<file path="config.mk">
export PLATFORM = sky130hd
export DESIGN_NAME = mul_div_unit
export DESIGN_NICKNAME = d
export VERILOG_FILES = /design/src/rtl/mul_div_unit.sv
export SDC_FILE = /design/constraint.sdc
export NUM_CORES = 1
export LEC_CHECK = 0
export CORE_UTILIZATION = 45
export DETAILED_ROUTE_END_ITERATION = 8
export MAX_ROUTING_LAYER = met4
export PLACE_DENSITY = 0.66
export SYNTH_ARGS = -nofsm -noshare
export SYNTH_HDL_FRONTEND = slang
export SYNTH_SLANG_ARGS = --single-unit
</file>
<file path="constraint.sdc">
create_clock -name clk -period 7.3 [get_ports clk]
set_input_delay 1.095 -clock clk [delete_from_list [all_inputs] [get_ports clk]]
set_output_delay 1.095 -clock clk [all_outputs]
set_load 0.005 [all_outputs]
</file>
<file path="src/rtl/mul_div_unit.sv">
// ---------------------------------------------------------------------------
// mul_div_unit
//
// Multi-cycle HI/LO unit for the EX stage. It owns the architectural HI and LO
// registers, runs mult/multu (shift-add) and div/divu (radix-2 restoring
// division) over 32 iterations, and requests a pipeline stall through busy
// while an operation is in flight. mthi/mtlo write HI/LO directly in one cycle.
//
// Ports
//   clk       in   core clock
//   reset     in   asynchronous, active-high reset
//   en        in   EX-stage instruction valid, qualifies every strobe
//   flush     in   EX flush; aborts any operation, suppresses all writes
//   is_mult   in   signed multiply strobe        (priority highest)
//   is_multu  in   unsigned multiply strobe
//   is_div    in   signed divide strobe
//   is_divu   in   unsigned divide strobe        (priority lowest)
//   hi_wen    in   mthi strobe
//   lo_wen    in   mtlo strobe
//   rs_data   in   dividend / multiplicand / mthi-mtlo source
//   rt_data   in   divisor / multiplier
//   busy      out  stall request (combinational)
//   hi        out  architectural HI (registered)
//   lo        out  architectural LO (registered)
//
// Configuration
//   FAST_MULT_EN  when defined, mult/multu complete in the start cycle with a
//                 single-cycle 64-bit multiply and never raise busy. Division
//                 stays iterative. Undefined (default): 32-iteration multiply.
//
// state   | meaning
// --------+----------------------------------------------------------
// IDLE    | waiting for an op strobe; mthi/mtlo accepted here
// MUL     | shift-add multiply, one multiplier bit per cycle
// DIV     | restoring divide, one quotient bit per cycle
// ---------------------------------------------------------------------------
module mul_div_unit (
    input  logic        clk,
    input  logic        reset,
    input  logic        en,
    input  logic        flush,
    input  logic        is_mult,
    input  logic        is_multu,
    input  logic        is_div,
    input  logic        is_divu,
    input  logic        hi_wen,
    input  logic        lo_wen,
    input  logic [31:0] rs_data,
    input  logic [31:0] rt_data,
    output logic        busy,
    output logic [31:0] hi,
    output logic [31:0] lo
);

    localparam logic [1:0] ST_IDLE = 2'd0;
    localparam logic [1:0] ST_MUL  = 2'd1;
    localparam logic [1:0] ST_DIV  = 2'd2;

    logic [1:0]  state;
    logic [4:0]  cnt;
    // acc[63:32] = partial product high / remainder,
    // acc[31:0]  = multiplier shifting out / dividend out, quotient in.
    logic [63:0] acc;
    logic [31:0] opb;      // multiplicand or divisor magnitude
    logic        qsign;    // product / quotient sign
    logic        rsign;    // remainder sign
    logic        div0;
    logic [31:0] rs_lat;

    logic        any_op;
    logic        op_mul;
    logic        op_signed;
    logic        start;
    logic        start_iter;
    logic        last;
    logic [31:0] mag_rs;
    logic [31:0] mag_rt;

    logic [32:0] mul_sum;
    logic [63:0] mul_next;
    logic [32:0] div_shift;
    logic        div_ge;
    logic [31:0] div_diff;
    logic [63:0] div_next;
    logic [63:0] acc_next;
    logic [63:0] prod_fix;
    logic [31:0] quo_fix;
    logic [31:0] rem_fix;

    logic        hi_wr;
    logic        lo_wr;
    logic [31:0] hi_d;
    logic [31:0] lo_d;

    // Decode guarantees one-hot strobes; priority only matters for robustness.
    assign any_op    = is_mult | is_multu | is_div | is_divu;
    assign op_mul    = is_mult | is_multu;
    assign op_signed = is_mult | (~is_multu & is_div);
    assign start     = en & ~flush & (state == ST_IDLE) & any_op;
    assign last      = (cnt == 5'd31);

    // Unsigned negation: abs(0x8000_0000) stays 0x8000_0000.
    assign mag_rs = (op_signed & rs_data[31]) ? (32'd0 - rs_data) : rs_data;
    assign mag_rt = (op_signed & rt_data[31]) ? (32'd0 - rt_data) : rt_data;

`ifdef FAST_MULT_EN
    logic        start_fast;
    logic [63:0] fast_prod;

    assign start_fast = start & op_mul;
    assign start_iter = start & ~op_mul;
    assign fast_prod  = {{32{op_signed & rs_data[31]}}, rs_data} *
                        {{32{op_signed & rt_data[31]}}, rt_data};
`else
    assign start_iter = start;
`endif

    assign busy = start_iter | ((state != ST_IDLE) & ~last & ~flush);

    // Shift-add step: add multiplicand to the high half when the current
    // multiplier bit is set, then shift the whole accumulator right by one.
    assign mul_sum  = {1'b0, acc[63:32]} + (acc[0] ? {1'b0, opb} : 33'd0);
    assign mul_next = {mul_sum, acc[31:1]};

    // Restoring step: shift the next dividend bit into the remainder; the
    // subtraction result fits 32 bits whenever it is taken.
    assign div_shift = {acc[63:32], acc[31]};
    assign div_ge    = (div_shift >= {1'b0, opb});
    assign div_diff  = div_shift[31:0] - opb;
    assign div_next  = {(div_ge ? div_diff : div_shift[31:0]), acc[30:0], div_ge};

    assign acc_next = (state == ST_MUL) ? mul_next : div_next;

    assign prod_fix = qsign ? (64'd0 - mul_next) : mul_next;
    assign quo_fix  = div0 ? 32'hFFFF_FFFF
                           : (qsign ? (32'd0 - div_next[31:0]) : div_next[31:0]);
    assign rem_fix  = div0 ? rs_lat
                           : (rsign ? (32'd0 - div_next[63:32]) : div_next[63:32]);

    always_comb begin
        hi_wr = 1'b0;
        lo_wr = 1'b0;
        hi_d  = rs_data;
        lo_d  = rs_data;
        if (state == ST_IDLE) begin
            if (en & ~flush) begin
                hi_wr = hi_wen;
                lo_wr = lo_wen;
            end
`ifdef FAST_MULT_EN
            if (start_fast) begin
                hi_wr = 1'b1;
                lo_wr = 1'b1;
                hi_d  = fast_prod[63:32];
                lo_d  = fast_prod[31:0];
            end
`endif
        end else if (last & ~flush) begin
            hi_wr = 1'b1;
            lo_wr = 1'b1;
            if (state == ST_MUL) begin
                hi_d = prod_fix[63:32];
                lo_d = prod_fix[31:0];
            end else begin
                hi_d = rem_fix;
                lo_d = quo_fix;
            end
        end
    end

    always_ff @(posedge clk or posedge reset) begin
        if (reset) begin
            state  <= ST_IDLE;
            cnt    <= 5'd0;
            acc    <= 64'd0;
            opb    <= 32'd0;
            qsign  <= 1'b0;
            rsign  <= 1'b0;
            div0   <= 1'b0;
            rs_lat <= 32'd0;
            hi     <= 32'd0;
            lo     <= 32'd0;
        end else begin
            if (hi_wr)
                hi <= hi_d;
            if (lo_wr)
                lo <= lo_d;

            if (flush) begin
                state <= ST_IDLE;
                cnt   <= 5'd0;
            end else if (state == ST_IDLE) begin
                if (start_iter) begin
                    state  <= op_mul ? ST_MUL : ST_DIV;
                    cnt    <= 5'd0;
                    acc    <= {32'd0, (op_mul ? mag_rt : mag_rs)};
                    opb    <= op_mul ? mag_rs : mag_rt;
                    qsign  <= op_signed & (rs_data[31] ^ rt_data[31]);
                    rsign  <= op_signed & rs_data[31];
                    div0   <= ~op_mul & (rt_data == 32'd0);
                    rs_lat <= rs_data;
                end
            end else begin
                acc <= acc_next;
                cnt <= cnt + 5'd1;
                if (last)
                    state <= ST_IDLE;
            end
        end
    end

endmodule

</file>
==> flow_results.org, run 1 <==
** Status
- The flow ran to the end, and the final reports show no timing, DRC or antenna violations.

** Yosys
- The number of different library cells used by synthesis comes to 99.
- Post-synthesis sequential area ratio :: 26.4%
- The Yosys step of the flow raised 0 warnings.
- For this run, asynchronously set or reset flops after synthesis account for 100%.
- Summing every instance area after synthesis gives 19200 um^2.
- Most used flip-flop cell after synthesis :: sky130_fd_sc_hd__dfrtp_1
- Synthesized area per cell :: 7.61 um^2
- Cells after Synth :: 2519
- Synth Register Bits :: 202
- Count of flip-flops with a built-in enable after synthesis :: 0
- Synthesized netlist net count :: 2666

** Critical path
- The number of buffers and inverters on the critical path is 1.
- Data on the critical path is required at its endpoint by 7.75 ns.
- Reg-to-reg endpoint :: hi[28]
- Worst Reg-to-Reg Cells :: 18
- STA classifies the critical path startpoint as a register.
- For the worst setup path, the data arrival time is 6.35 ns.
- The slowest stage of the critical path is the sky130_fd_sc_hd__or3_2 cell.
- Reg2Reg Setup Slack :: 1.40 ns
- Critical R2R Launch :: acc[43]
- Broken down by cell family, the worst path's largest delay share belongs to compound AO/OA/AOI/OAI gates.
- Type of the setup path with the least slack :: reg -> reg
- In this run the worst path has a maximum fanout of 18.
- Cell type with the highest occurrence count on the critical path :: sky130_fd_sc_hd__a21oi_1
- Slowest Stage Delay on Critical Path :: 0.70 ns
- Cells along the critical path :: ha_1 > a21oi_1 > o21ai_1 > a21oi_1 > o221ai_1 > or3_2 > nor2_1 > a21oi_1 > inv_1 > ha_1 > nand2_1 > a2111o_1 > a2111oi_2 > a31oi_1 > nor4_4 > nand3b_1 > mux2_1 > a211o_1
- Capturing element type of the critical path :: register

** Floorplan
- Starting density of the core :: 45.7%
- Die Outline Area :: 43400 um^2
- Overall die width :: 208 um
- I/O pin count :: 139
- DIE HEIGHT :: 208 um
- Area of the placeable core :: 41900 um^2
- Row generation in the floorplan step produced 75 rows.

** STA
- Fmax :: 0.169 GHz
- Hold violation count in the final report :: 0
- Period utilization :: 80.8%
- Across the routed clock network, the largest skew measured is 0.0198 ns.
- Final Setup Violations :: 0
- At the pin with the least slew margin, the transition time is 1.40 ns.
- Tmin final :: 5.90 ns
- The final count of pins violating max slew was 0.
- The worst path meets setup with 1.40 ns of slack.
- Setup total negative slack on the finished layout was measured at 0 ns.
- Hold timing on the final database bottoms out at a slack of 0.483 ns.
- Measured against its own limit, the worst slew margin works out to 5.75%.
- Setup repair after global routing left no endpoint under its margin.

** Drt
- For this run, design rule violations remaining after detail routing come to 0.
- Via density per instance :: 6.53
- After detailed routing, the average wire length per cell comes to 27.0 um.
- ANT nets after route :: 0
- After detailed routing, the total wire length is 83.6 mm.
- Detailed routing inserted a total of 20201 vias.
- Initial DRT Pass Iterations :: 6
- Drt first-iter violations :: 2266

** Cells and area
- In the final design database the tool counted 2682 nets.
- In the final layout, the share of cells above drive strength 1 is 6.50%.
- Fin area :: 21800 um^2
- Final core utilization :: 52.0%
- From synthesis to final layout, the design area changed by 13.8%.
- Number of cells in the finished layout apart from fillers :: 3095

** Power
- Power spread over the standard cell area amounts to 372 nW/um^2.
- The internal power of the cells totals 4.04 mW.
- Overall power consumption after layout is estimated at 8.11 mW.
- Registers are responsible for 21.4% of the overall power.
- Net switching power figure :: 4.07 mW
- Combinational logic burns 60.4% of the power.
- In this run switching power makes up 50.2% of total power.
- Clock share of power :: 18.2%
- For this design the static power due to leakage is 8.96 nW.
- VDD sags by at most 0.187 mV.

** Global routing
- Total global routing track utilization :: 39.1%
- Entering global routing, the biggest net connects 162 pins.
- The number of antenna violations at the first check in global routing came to 2.
- Global-route wire length before repair :: 124 mm
- Via count of the first global-routing pass :: 19216
- Congestion Overflow GR :: 0

** Clocking
- Post-CTS repair changed the size of 0 cells.
- TritonCTS clock tree :: yes
- After clock tree synthesis, the clock-pin slew on the worst setup and hold paths is 0.07 ns.
- Once the clock tree was built, the setup fixing pass inserted 0 buffers.
- Clock latency on the worst-skew pair, taken at its later pin, is 0.57 ns.
- Number of clock buffers inserted by TritonCTS :: 27
- Root buffer selected by CTS :: sky130_fd_sc_hd__clkbuf_16
- Clock sink total :: 202
- Clock buffer depth :: 3
- In this run the number of H-tree levels came out at 1.
- For this design, the CTS-stage hold fixing added 0 buffers.

** Placed design
- The congestion estimate from routability-driven global placement came to 1.02.
- Placement-stage cell area :: 20800 um^2
- Number of placed cells counting well taps :: 3045
- Pre-CTS setup slack :: 1.56 ns
- Count of port buffers added during placement :: 138
- The wire-length estimate of the detail-placed layout is 63.2 mm.

** Hold path
- The worst hold path passes through 2 cells.
- The startpoint identified for the worst hold timing path is rs_lat[18].
- Worst Hold End :: rs_lat[18]
- The tightest min-delay check is of the reg -> reg type.

** Run
- Total of max-cap violations :: 0
==> per-layer routing <==
metal,GRT usage [%],routed length [um],vias to the layer above
li1,-,-,9199
met1,48.8,34000,9879
met2,60.5,38100,941
met3,5.60,6070,182
met4,22.0,5410,0
met5,-,0,-
==> flip-flops by register name (all words and copies together) (netlist names) <==
register	count
acc	64
lo	32
div0	1
qsign	1
hi	32
opb	32
cnt	5
rs_lat	32
rsign	1
state	2
==> Yosys cell counts (21+ instances only) <==
cell	instances	area, um^2
sky130_fd_sc_hd__nand2_1	369	1390
sky130_fd_sc_hd__nor2_1	226	848
sky130_fd_sc_hd__dfrtp_1	202	5050
sky130_fd_sc_hd__o21ai_0	201	1010
sky130_fd_sc_hd__a21oi_1	173	866
sky130_fd_sc_hd__clkbuf_1	162	608
sky130_fd_sc_hd__xnor2_1	112	981
sky130_fd_sc_hd__xor2_1	83	727
sky130_fd_sc_hd__inv_1	75	282
sky130_fd_sc_hd__mux2i_1	74	741
sky130_fd_sc_hd__ha_1	71	888
sky130_fd_sc_hd__nand3_1	51	255
sky130_fd_sc_hd__o211ai_1	48	360
sky130_fd_sc_hd__nor3_1	47	235
sky130_fd_sc_hd__a221o_1	33	330
sky130_fd_sc_hd__o31ai_1	33	248
sky130_fd_sc_hd__or3_1	33	206
sky130_fd_sc_hd__a31oi_1	30	188
sky130_fd_sc_hd__nand2b_1	27	169
sky130_fd_sc_hd__o21a_1	24	180
sky130_fd_sc_hd__a21o_1	23	173
sky130_fd_sc_hd__nor4_1	23	144
sky130_fd_sc_hd__o221ai_1	23	201
sky130_fd_sc_hd__nand4_1	22	138
sky130_fd_sc_hd__a221oi_1	21	184
sky130_fd_sc_hd__a22oi_1	21	158
==> tightest hold or removal path, cell delays in order, from the launching register on <==
cell,delay [ns]
sky130_fd_sc_hd__dfrtp_1,0.35
sky130_fd_sc_hd__nand2_1,0.05
sky130_fd_sc_hd__nand2_1,0.05
==> final cells by class <==
type / count / area [um^2]
inverters: 76 / 293
multi-input cells: 2047 / 13100
well taps: 539 / 674
fillers: 4119 / 20100
diodes: 1 / 2.50
clock buffers: 32 / 724
repair buffers: 181 / 1720
flip-flops and latches: 202 / 5060
clock inverters: 17 / 234
==> how the worst max path moves through the flow <==
stage / startpoint / to / slack [ns] / depth (start not counted)
CTS: acc[43] / hi[28] / 1.53 / 18
finish: acc[43] / hi[28] / 1.40 / 18
detailed placement: acc[43] / hi[28] / 1.56 / 18
floorplan: reset / acc[0] / 0.69 / 1
global placement: acc[43] / hi[28] / 1.67 / 18
global route: acc[49] / hi[28] / 1.11 / 18
==> cell families after synthesis <==
logic type	synth area share (%)
compound gates	27.6
xor+xnor	9.08
fa+ha+maj	4.84
buf+inv	5.47
flops	26.4
mux	4.47
simple gates	22.1
==> cells in the final DEF (no fill, tap or decap), types with 47 or more instances in the layout <==
cell type                         Yosys  routed
sky130_fd_sc_hd__xor2_1              83      83
sky130_fd_sc_hd__inv_1               75      74
sky130_fd_sc_hd__nor2_1             226     224
sky130_fd_sc_hd__o211ai_1            48      48
sky130_fd_sc_hd__mux2i_1             74      74
sky130_fd_sc_hd__nand2_1            369     365
sky130_fd_sc_hd__clkdlybuf4s50_1      0     138
sky130_fd_sc_hd__nand3_1             51      51
sky130_fd_sc_hd__o21ai_0            201     201
sky130_fd_sc_hd__dfrtp_1            202     200
sky130_fd_sc_hd__nor3_1              47      47
sky130_fd_sc_hd__a21oi_1            173     173
sky130_fd_sc_hd__ha_1                71      71
sky130_fd_sc_hd__xnor2_1            112     112
==> power by group through the flow <==
stage          Sequential, mW  Combinational, mW  Clock (mW)
3_3_place_gp             1.73               4.78           0
2_1_floorplan            1.54               3.31           0
3_5_place_dp             1.74               4.77           0
4_1_cts                  1.72               4.80        1.48
5_1_grt                  1.76               5.25        1.52
6_report                 1.73               4.90        1.47
(Power assumes the default switching activity.)
==> inputs of run 2 (changes only) <==
==> constraint.sdc (replaced) <==
create_clock -name clk -period 5.91 [get_ports clk]
set_input_delay 0.8865 -clock clk [delete_from_list [all_inputs] [get_ports clk]]
set_output_delay 0.8865 -clock clk [all_outputs]
set_load 0.005 [all_outputs]
==> flow_results.org, run 2 (synthesis gave the netlist of run 1 again) <==
** Drt
- The final antenna-violating net count came to 0 (unchanged).
- Initial DRT Pass Iterations :: 7 (+1)
- The detailed router's first-iteration violation count came to 2617 (+15%).
- DRC violations left :: 0 (unchanged)
- Drt total wl :: 83.9 mm (+0.35%)
- The average detailed-routed wire length per instance is 27.0 um (-0.17%).
- The count of vias placed by the detailed router is 20471 (+1.3%).
- Via density per instance :: 6.58 (+0.82%)

** Clocking
- Deepest level of the CTS H-tree :: 1 (unchanged)
- Root buffer selected by CTS :: sky130_fd_sc_hd__clkbuf_16
- TritonCTS clock tree :: yes
- Post-cts sizing count :: 0 (unchanged)
- Number of clock buffers inserted by TritonCTS :: 26 (-3.7%)
- The register clock-pin slew on the reported worst setup and hold paths is 0.06 ns (about the same).
- Clock sink total :: 202 (unchanged)
- The count of hold-fix buffers inserted at cts is 0 (unchanged).
- Clock buffer depth :: 3 (unchanged)
- Clock insertion delay at the later pin of the skew report :: 0.58 ns (about the same)
- Post-CTS setup-driven buffer insertion count :: 0 (unchanged)

** Power
- Clock share of power :: 17.5% (-0.7 points)
- Total power :: 10.1 mW (+24%)
- Peak supply drop :: 0.253 mV (+35%)
- Power density relative to cell area :: 460 nW/um^2 (+24%)
- Total internal power :: 5.00 mW (+24%)
- Sequential cell fraction of total power :: 21.3% (about the same)
- The combinational group share of total power is 61.2% (+0.8 points).
- The reported leakage power was 9.02 nW (+0.72%).
- Net switching power figure :: 5.07 mW (+25%)
- Sw frac :: 50.3% (+0.13 points)

** Floorplan
- The die height came to 208 um (unchanged).
- Die Outline Area :: 43400 um^2 (unchanged)
- The effective utilization at floorplan was 45.7% (unchanged).
- The number of placement rows is 75 (unchanged).
- The area of the placeable core came to 41900 um^2 (unchanged).
- The horizontal die dimension was 208 um (unchanged).
- The count of pins on the block boundary came to 139 (unchanged).

** STA
- The hold violation count in the final report is 0 (unchanged).
- RSZ-0062 raised after global routing :: false
- The final count of pins violating max slew was 0 (unchanged).
- The top achievable clock speed came to 0.190 GHz (+12%).
- The shortest period the worst path allows is 5.26 ns (-0.642 ns).
- The total of endpoints with negative setup slack in the final report came to 0 (unchanged).
- Period utilization :: 89.0% (+8.2 points)
- Rel. slew slack :: 17.6% (+12 points)
- Sum of negative setup slack :: 0 ns (unchanged)
- The actual slew at the worst max-slew pin came to 1.23 ns (-0.169 ns).
- The final setup skew was 0.0129 ns (-0.00684 ns).

** Global routing
- The pin count of the biggest net entering global routing was 139 (-14%).
- Via count of the first global-routing pass :: 19617 (+2.1%)
- The first-pass GRT wire length is 125 mm (+0.37%).
- Number of antenna violations at the first check in global routing :: 3 (+1)
- Congestion Overflow GR :: 0 (unchanged)
- Total global routing track utilization :: 39.1% (about the same)

** Critical path
- Worst EP required :: 6.37 ns (-1.38 ns)
- STA classifies the critical path endpoint as a register.
- The worst setup path is launched from a register.
- Maximum fanout count along the critical path :: 10 (-8)
- Reg2Reg Setup Slack :: 0.65 ns (-0.75 ns)
- Type of the setup path with the least slack :: reg -> reg
- WP data arrival :: 5.72 ns (-0.63 ns)

** Placed design
- Final weighted congestion in routability-driven placement :: 1.02 (+0.38%)
- Count of port buffers added during placement :: 138 (unchanged)
- Number of placed cells counting well taps :: 3063 (+0.59%)
- Placement-stage cell area :: 21000 um^2 (+0.69%)
- The post-detailed-placement half-perimeter wirelength is 63.3 mm (+0.28%).

** Cells and area
- The ratio of cells with drive above 1 in the final layout came to 7.08% (+0.58 points).
- Most common library cell in the layout ignoring fill and taps :: sky130_fd_sc_hd__nand2_1
- Top library cells by usage in the layout, fill and taps aside :: 365 x sky130_fd_sc_hd__nand2_1, 224 x sky130_fd_sc_hd__nor2_1, 201 x sky130_fd_sc_hd__o21ai_0
- Number of cells in the finished layout apart from fillers :: 3111 (+0.52%)
- acc holds more flip-flops than any other register.
- The number of diodes was 0 (-1).
- Fin area :: 21900 um^2 (+0.48%)
- The post-route core utilization was 52.2% (+0.25 points).
- Synth-to-layout area growth :: 14.3%
- The number of flip-flops under the largest register name is 64 (unchanged).
- The layout filler cell count came to 4131 (+0.29%).
- The final net count came to 2699 (+0.63%).

** Run
- Total of max-cap violations :: 0 (unchanged)

** Hold path
- The min-delay analysis places its worst path in the category reg -> reg.

** Status
- Outcome :: finished, final reports clean
## run 2: path summary, 6_finish.rpt
| path | startpoint | to | cells past startpoint |
|---|---|---|---|
| worst min-delay path | rs_lat[16] | rs_lat[16] | 2 |
| worst max register to register | acc[43] | hi[28] | 19 |
| max in group asynchronous | reset | acc[56] | 3 |
| min in group asynchronous | reset | state[1] | 2 |
| worst max-delay path | acc[43] | hi[28] | 19 |
| worst min register to register | rs_lat[16] | rs_lat[16] | 2 |
## run 2: metal layers
metal / routed length, um / global-route usage, % / vias to the layer above / share of wire [%]
met1: 34000 / 48.9 / 10014 / 40
met5: 0 / - / - / 0
met4: 5720 / 22.8 / 0 / 6.8
li1: - / - / 9214 / -
met2: 37900 / 60.7 / 1009 / 45
met3: 6230 / 4.82 / 234 / 7.4
## run 2: through the flow
step | setup WS [ns] | hold WS, ns
after floorplan | 0.695 | 0.437
after global placement | 0.802 | 0.456
after detailed placement | 0.721 | 0.462
after CTS | 0.710 | 0.476
after global routing | 0.353 | 0.501
final | 0.651 | 0.476
## run 2: power groups by stage
stage	Clock (mW)	Combinational (mW)	Sequential (mW)
after floorplan	0	4.09	1.91
after global placement	0	5.99	2.13
after detailed placement	0	6.00	2.15
after CTS	1.77	6.05	2.13
after global routing	1.83	6.60	2.17
final	1.77	6.16	2.14
## run 2: layout make-up
cell class                      instances  area [um^2]  share of cell area (%)
Multi-Input combinational cell       2047        13100                    59.8
Tap cell                              539          674                    3.08
Inverter                               76          289                    1.32
Sequential cell                       202         5060                    23.1
Timing Repair Buffer                  199         1860                    8.51
Clock buffer                           33          728                    3.32
Clock inverter                         15          194                   0.885
## run 2: critical path, cell delays in order, from the launching register on
cell and delay, ns:
sky130_fd_sc_hd__dfrtp_1 0.48, sky130_fd_sc_hd__ha_1 0.45, sky130_fd_sc_hd__a21oi_1 0.21, sky130_fd_sc_hd__o21ai_1 0.20, sky130_fd_sc_hd__a21oi_1 0.24, sky130_fd_sc_hd__o221ai_1 0.15
sky130_fd_sc_hd__or3_2 0.60, sky130_fd_sc_hd__nor2_1 0.13, sky130_fd_sc_hd__a21oi_1 0.08, sky130_fd_sc_hd__inv_1 0.07, sky130_fd_sc_hd__ha_1 0.18, sky130_fd_sc_hd__nand2_1 0.07
sky130_fd_sc_hd__a2111o_1 0.44, sky130_fd_sc_hd__a2111oi_2 0.37, sky130_fd_sc_hd__buf_4 0.20, sky130_fd_sc_hd__a31oi_1 0.20, sky130_fd_sc_hd__nor4_4 0.33, sky130_fd_sc_hd__nand3b_1 0.12
sky130_fd_sc_hd__mux2_1 0.33, sky130_fd_sc_hd__a211o_1 0.28
